==> src/rtl/fir_channel_sched_if.sv <==
// Handshake bundle for the channel-scheduled FIR: per-channel sample inputs and
// the single filtered-result output stream.
interface fir_channel_sched_if #(
  parameter int W   = 8,
  parameter int NCH = 4
);
  logic [NCH-1:0]   in_valid;
  logic [NCH*W-1:0] in_data;
  logic [NCH-1:0]   in_ready;
  logic [W:0]       y;
  logic [2:0]       y_ch;
  logic             y_valid;
  logic             y_ready;
  logic             busy;

  modport master (
    output in_valid, in_data, y_ready,
    input  in_ready, y, y_ch, y_valid, busy
  );

  modport slave (
    input  in_valid, in_data, y_ready,
    output in_ready, y, y_ch, y_valid, busy
  );
endinterface

==> src/rtl/fir_channel_sched.sv <==
// Round-robin scheduler sharing one 4-tap shift-add MAC across NCH channels,
// each with a private delay line; one sample in flight, result held until taken.
module fir_channel_sched #(
  parameter int W   = 8,
  parameter int NCH = 4
) (
  input  logic                clk,
  input  logic                rst,
  fir_channel_sched_if.slave  bus
);

  typedef enum logic [1:0] {IDLE, MAC, OUT} state_t;

  state_t         state;
  logic [W-1:0]   dl [NCH][4];
  logic [W:0]     acc;
  logic [1:0]     tap;
  logic [2:0]     ch;
  logic [2:0]     ptr;
  logic [W:0]     y;
  logic [2:0]     y_ch;
  logic           y_valid;

  logic [2:0]     win;
  logic           win_found;
  logic [3:0]     srch;
  logic [NCH-1:0] grant;
  logic [W-1:0]   sample;
  logic [W-1:0]   tap_raw;
  logic [W:0]     term;
  logic           accept;

  // Search order starts one past the last accepted channel and wraps.
  always_comb begin
    win       = '0;
    win_found = 1'b0;
    srch      = '0;
    for (int k = 0; k < NCH; k++) begin
      srch = 4'(ptr) + 4'(k) + 4'd1;
      if (srch >= 4'(NCH)) srch = srch - 4'(NCH);
      for (int c = 0; c < NCH; c++) begin
        if (!win_found && srch == 4'(c) && bus.in_valid[c]) begin
          win       = 3'(c);
          win_found = 1'b1;
        end
      end
    end
  end

  always_comb begin
    grant  = '0;
    sample = '0;
    for (int c = 0; c < NCH; c++) begin
      grant[c] = win_found && (win == 3'(c));
      if (win == 3'(c)) sample = bus.in_data[c*W +: W];
    end
  end

  always_comb begin
    tap_raw = '0;
    for (int c = 0; c < NCH; c++) begin
      if (ch == 3'(c)) tap_raw = dl[c][tap];
    end
    term = {1'b0, tap_raw} >> tap;
  end

  assign accept       = (state == IDLE) && win_found;
  assign bus.in_ready = (state == IDLE && rst) ? grant : '0;
  assign bus.y        = y;
  assign bus.y_ch     = y_ch;
  assign bus.y_valid  = y_valid;
  assign bus.busy     = (state != IDLE);

  always_ff @(posedge clk or negedge rst) begin
    if (!rst) begin
      state   <= IDLE;
      acc     <= '0;
      tap     <= '0;
      ch      <= '0;
      ptr     <= 3'(NCH - 1);
      y       <= '0;
      y_ch    <= '0;
      y_valid <= 1'b0;
      for (int c = 0; c < NCH; c++) begin
        for (int t = 0; t < 4; t++) dl[c][t] <= '0;
      end
    end else begin
      case (state)
        IDLE: begin
          if (accept) begin
            for (int c = 0; c < NCH; c++) begin
              if (win == 3'(c)) begin
                dl[c][3] <= dl[c][2];
                dl[c][2] <= dl[c][1];
                dl[c][1] <= dl[c][0];
                dl[c][0] <= sample;
              end
            end
            ch    <= win;
            ptr   <= win;
            y_ch  <= win;
            acc   <= '0;
            tap   <= '0;
            state <= MAC;
          end
        end
        MAC: begin
          // Last tap lands straight in y so the result is ready on entry to OUT.
          if (tap == 2'd3) begin
            y       <= acc + term;
            y_valid <= 1'b1;
            state   <= OUT;
          end else begin
            acc <= acc + term;
            tap <= tap + 2'd1;
          end
        end
        OUT: begin
          if (bus.y_ready) begin
            y_valid <= 1'b0;
            state   <= IDLE;
          end
        end
        default: state <= IDLE;
      endcase
    end
  end

endmodule

==> src/flat_wrapper.sv <==
// flat-port wrapper written by rule: the top's interface ports become plain ports
module fir_channel_sched_flat 
#(
  parameter int W   = 8,
  parameter int NCH = 4
)
  (clk, rst, bus_in_valid, bus_in_data, bus_y_ready, bus_in_ready, bus_y, bus_y_ch, bus_y_valid, bus_busy);
  fir_channel_sched_if #(.W(W), .NCH(NCH)) bus_i ();
  input  logic clk;
  input  logic rst;
  input wire logic [$bits(bus_i.in_valid)-1:0] bus_in_valid;
  input wire logic [$bits(bus_i.in_data)-1:0] bus_in_data;
  input wire logic [$bits(bus_i.y_ready)-1:0] bus_y_ready;
  output wire logic [$bits(bus_i.in_ready)-1:0] bus_in_ready;
  output wire logic [$bits(bus_i.y)-1:0] bus_y;
  output wire logic [$bits(bus_i.y_ch)-1:0] bus_y_ch;
  output wire logic [$bits(bus_i.y_valid)-1:0] bus_y_valid;
  output wire logic [$bits(bus_i.busy)-1:0] bus_busy;
  assign bus_i.in_valid = bus_in_valid;
  assign bus_i.in_data = bus_in_data;
  assign bus_i.y_ready = bus_y_ready;
  assign bus_in_ready = bus_i.in_ready;
  assign bus_y = bus_i.y;
  assign bus_y_ch = bus_i.y_ch;
  assign bus_y_valid = bus_i.y_valid;
  assign bus_busy = bus_i.busy;
  fir_channel_sched #(.W(W), .NCH(NCH)) u_core (.clk(clk), .rst(rst), .bus(bus_i));
endmodule
==> config.mk <==
export PLATFORM = sky130hd
export DESIGN_NAME = fir_channel_sched_flat
export DESIGN_NICKNAME = d
export VERILOG_FILES = /design/src/rtl/fir_channel_sched_if.sv /design/src/rtl/fir_channel_sched.sv /design/src/flat_wrapper.sv
export SDC_FILE = /design/constraint.sdc
export NUM_CORES = 1
export LEC_CHECK = 0
export ABC_AREA = 1
export ABC_CLOCK_PERIOD_IN_PS = 4350
export CORE_MARGIN = 2
export CORE_UTILIZATION = 25
export DETAILED_ROUTE_END_ITERATION = 6
export PLACE_DENSITY = 0.48
export SYNTH_ARGS = -nofsm -noshare
export SYNTH_HDL_FRONTEND = slang
export SYNTH_SLANG_ARGS = --single-unit
==> constraint.sdc <==
create_clock -name clk -period 4.35 [get_ports clk]
set_clock_uncertainty 0.15 [all_clocks]
set_input_delay 0.6525 -clock clk [delete_from_list [all_inputs] [get_ports clk]]
set_output_delay 0.6525 -clock clk [all_outputs]
set_load 0.05 [all_outputs]
==> results of run 1 <==
worst max path at each step:
stage | depth (start not counted) | start | slack, ns | endpoint
after floorplan | 22 | u_core.tap[0] | 0.39 | u_core.bus.y[8]
after global placement | 20 | u_core.tap[0] | 0.25 | u_core.bus.y[8]
after detailed placement | 20 | u_core.tap[0] | 0.21 | u_core.bus.y[8]
after CTS | 20 | u_core.tap[0] | 0.17 | u_core.bus.y[8]
after global routing | 19 | u_core.tap[0] | 0.01 | u_core.bus.y[8]
final | 19 | u_core.tap[0] | 0.32 | u_core.bus.y[8]
cell type report:
class | count | area (µm²)
tap | 402 | 503
clock buffer | 17 | 425
multi-input combinational | 684 | 3370
inverter | 127 | 477
timing repair buffer | 83 | 867
fill | 3311 | 21800
clock inverter | 15 | 176
sequential | 153 | 3830
through the flow:
stage / total power, mW / cells / area [µm²]
after floorplan: 5.57 / 1020 / 7980
after global placement: 6.93 / 1447 / 9000
after detailed placement: 6.97 / 1447 / 9000
after CTS: 8.50 / 1480 / 9610
after global routing: 9.25 / 1481 / 9650
final: 8.46 / 1481 / 9650
layout by cell type (no fill, tap or decap), types with 9 or more instances in the layout:
cell / n
clkbuf_16: 18
o21ai_1: 42
inv_1: 120
nor2_1: 32
a21oi_1: 57
dfrtp_1: 150
nand2_1: 257
ha_1: 9
nand3_1: 53
nand4_1: 11
o21ai_0: 162
clkdlybuf4s50_1: 50
buf_4: 23
flip-flops by register name (all words and copies together) (netlist names):
signal and cells:
u_core.bus.y 9, u_core.state 2, u_core.dl 126, u_core.tap 2, u_core.acc 9, u_core.ch 2
u_core.bus.y_valid 1, u_core.ptr 2
logic make-up (layout without fill, tap and decap cells):
logic type | count (synthesis) | count (layout) | synth area share (%)
flops | 153 | 153 | 48.0
mux | 5 | 5 | 0.690
fa+ha+maj | 10 | 10 | 1.66
xor+xnor | 7 | 7 | 0.768
buf+inv | 183 | 242 | 9.88
compound gates | 284 | 284 | 18.6
other cells | 1 | 1 | 0.0470
simple gates | 377 | 377 | 20.3
power by group:
group | internal [mW] | switching [mW] | total [mW]
Combinational | 1.56 | 2.97 | 4.53
Clock | 0.779 | 0.711 | 1.49
Sequential | 2.06 | 0.379 | 2.44
routing by layer:
layer / global-route usage [%] / vias up
met1: 20.0 / 3198
li1: - / 3420
met5: 0 / -
met4: 4.29 / 0
met3: 2.63 / 19
met2: 21.7 / 122
worst max-delay path, delay by kind of cell (launching register included):
family / cells / cell delay (ns)
AOI/OAI and AO/OA: 10 / 1.72
xor gates and xnor gates: 1 / 0.16
adders and majority gates: 2 / 0.57
buffers and inverters: 4 / 0.57
DFF: 1 / 0.46
muxes: 1 / 0.26
and+or+nand+nor: 1 / 0.04
repair_timing:
item                                    CTS  global route
hold buffers                              1             0
endpoints found under the setup margin    0             2
gates resized for setup                   0             3
endpoints found under the hold margin    33             0
==> metrics.cfg, run 1 <==
[yosys]
synth_top_area_share_pct = 47.4
ys_seq_elements = 153
syn_inst = 1020
synth_area_leaders = dfrtp_1 47%, nand2_1 12%, o21ai_0 10%, inv_1 5.6%, a21oi_1 3.6%
syn_avg_cell_area_um2 = 7.82
synth_area_um2 = 7980
synthMostInstantiatedCell = nand2_1
ys_warn_count = 0
synth-seq-area-share_pct = 48.0
netlist-cell-type-count = 49
yosys.area.top_type = dfrtp_1
synth.top_cells.by_count = 257 x nand2_1, 164 x o21ai_0, 151 x dfrtp_1
async_reset_ff_share_pct = 100
synth_nets = 1069
ys.flop_type = dfrtp_1
synth_edf_count = 0

[timing]
hold_ws_ns = 0.319
slew_headroom_pct = 48.4
fin_crit_ns = 4.03
setup_ws_ns = 0.319
fin_crit_sh_pct = 92.7
final-max-slew-violation-count = 0
worstMarginPinSlew_ns = 0.771
grt_setup_unrepaired = no
fmax_ghz = 0.248
tns_ns = 0
setup-violations-final = 0
hold_violations = 0

[critical_path]
slowest_delay_ns = 0.46
crit_fanout = 48
path_class = reg2reg
crit_arrival_ns = 4.20
rrSetupSlack_ns = 0.32
reg2reg_depth = 19
r2r_start = u_core.tap[0]
reg2reg_to = u_core.bus.y[8]
path_cells = clkbuf_16 -> o21ai_0 -> a21oi_1 -> a2111oi_0 -> buf_4 -> nand2_1 -> o21ai_0 -> o21ai_0 -> inv_1 -> ha_1 -> inv_1 -> fa_1 -> o21ai_1 -> a21oi_1 -> o21ai_1 -> a21o_1 -> a21oi_1 -> xor2_1 -> mux2_2
start_kind = flip-flop
required_ns = 4.52
cp_slowest_cell = dfrtp_2
end_kind = flip-flop

[clock_tree]
post-cts-setup-buffers = 0
clockBufferDepth = 2
path_clk_slew_ns = 0.07
tritoncts = built
worstSkewPairLatency_ns = 0.44
clock_sinks = 153
cts_buffers = 17
htreeDepth = 4
root_buffer = clkbuf_16

[route]
vias = 6759
wl_met2_um = 10000
routed-wl-met3_um = 814
met1_length_um = 11400
via_per_inst = 4.56
routedWlPerCell_um = 15.3
top_layer = met4
drt_first_pass_iters = 4
ant_nets = 0
drcViolationCount = 0
drtIter0Drc = 521
wirelength_um = 22600

[hold_path]
hold_path_depth = 2
holdPathEnd = u_core.bus.y_valid
hold_class = reg2reg
worstHoldStart = u_core.bus.y_valid

[pwr]
leakagePower_nw = 4.45
ir_drop_mv = 0.467
pwr_density_cell_nw_per_um2 = 877

[floorplanning]
coreArea_um2 = 31500
ios = 57
chipWidth_um = 183
dieHeight_um = 183
dieArea_um2 = 33400
initial_utilization_pct = 25.4
placement_rows = 65

[run]
cap_violations = 0

[grt]
grt_max_degree = 114
grt_use_total_pct = 14.1
grt_pass1_vias = 6588
antenna_found_initial = 0
overflow = 0
grt_pass1_wl_um = 36700

[final_layout]
drive_gt1_share_pct = 8.99
utilization_pct = 30.7
diodes = 0
area_growth_pct = 20.9
fin_nets = 1115

[placed_design]
gp_congestion = 0.829
dp_hpwl_um = 16000
pre_cts_ws_ns = 0.206
portBuffers = 55

[run_status]
status = completed

No activity file was read; power rests on OpenSTA's default activity.
==> run 2: changes to the inputs <==
--- a/config.mk
+++ b/config.mk
@@ -6,7 +6,6 @@
 export NUM_CORES = 1
 export LEC_CHECK = 0
 export ABC_AREA = 1
-export ABC_CLOCK_PERIOD_IN_PS = 4350
 export CORE_MARGIN = 2
 export CORE_UTILIZATION = 25
 export DETAILED_ROUTE_END_ITERATION = 6
==> results of run 2 <==
Same layout as run 1: the final DEF is identical, and so are final timing and power.
==> run 3: changes to the inputs <==
--- a/config.mk
+++ b/config.mk
@@ -8,6 +8,7 @@
 export ABC_AREA = 1
 export CORE_MARGIN = 2
 export CORE_UTILIZATION = 25
+export CTS_CLUSTER_DIAMETER = 120
 export DETAILED_ROUTE_END_ITERATION = 6
 export PLACE_DENSITY = 0.48
 export SYNTH_ARGS = -nofsm -noshare
==> results of run 3 <==
Same layout as run 1: the final DEF is identical, and so are final timing and power.
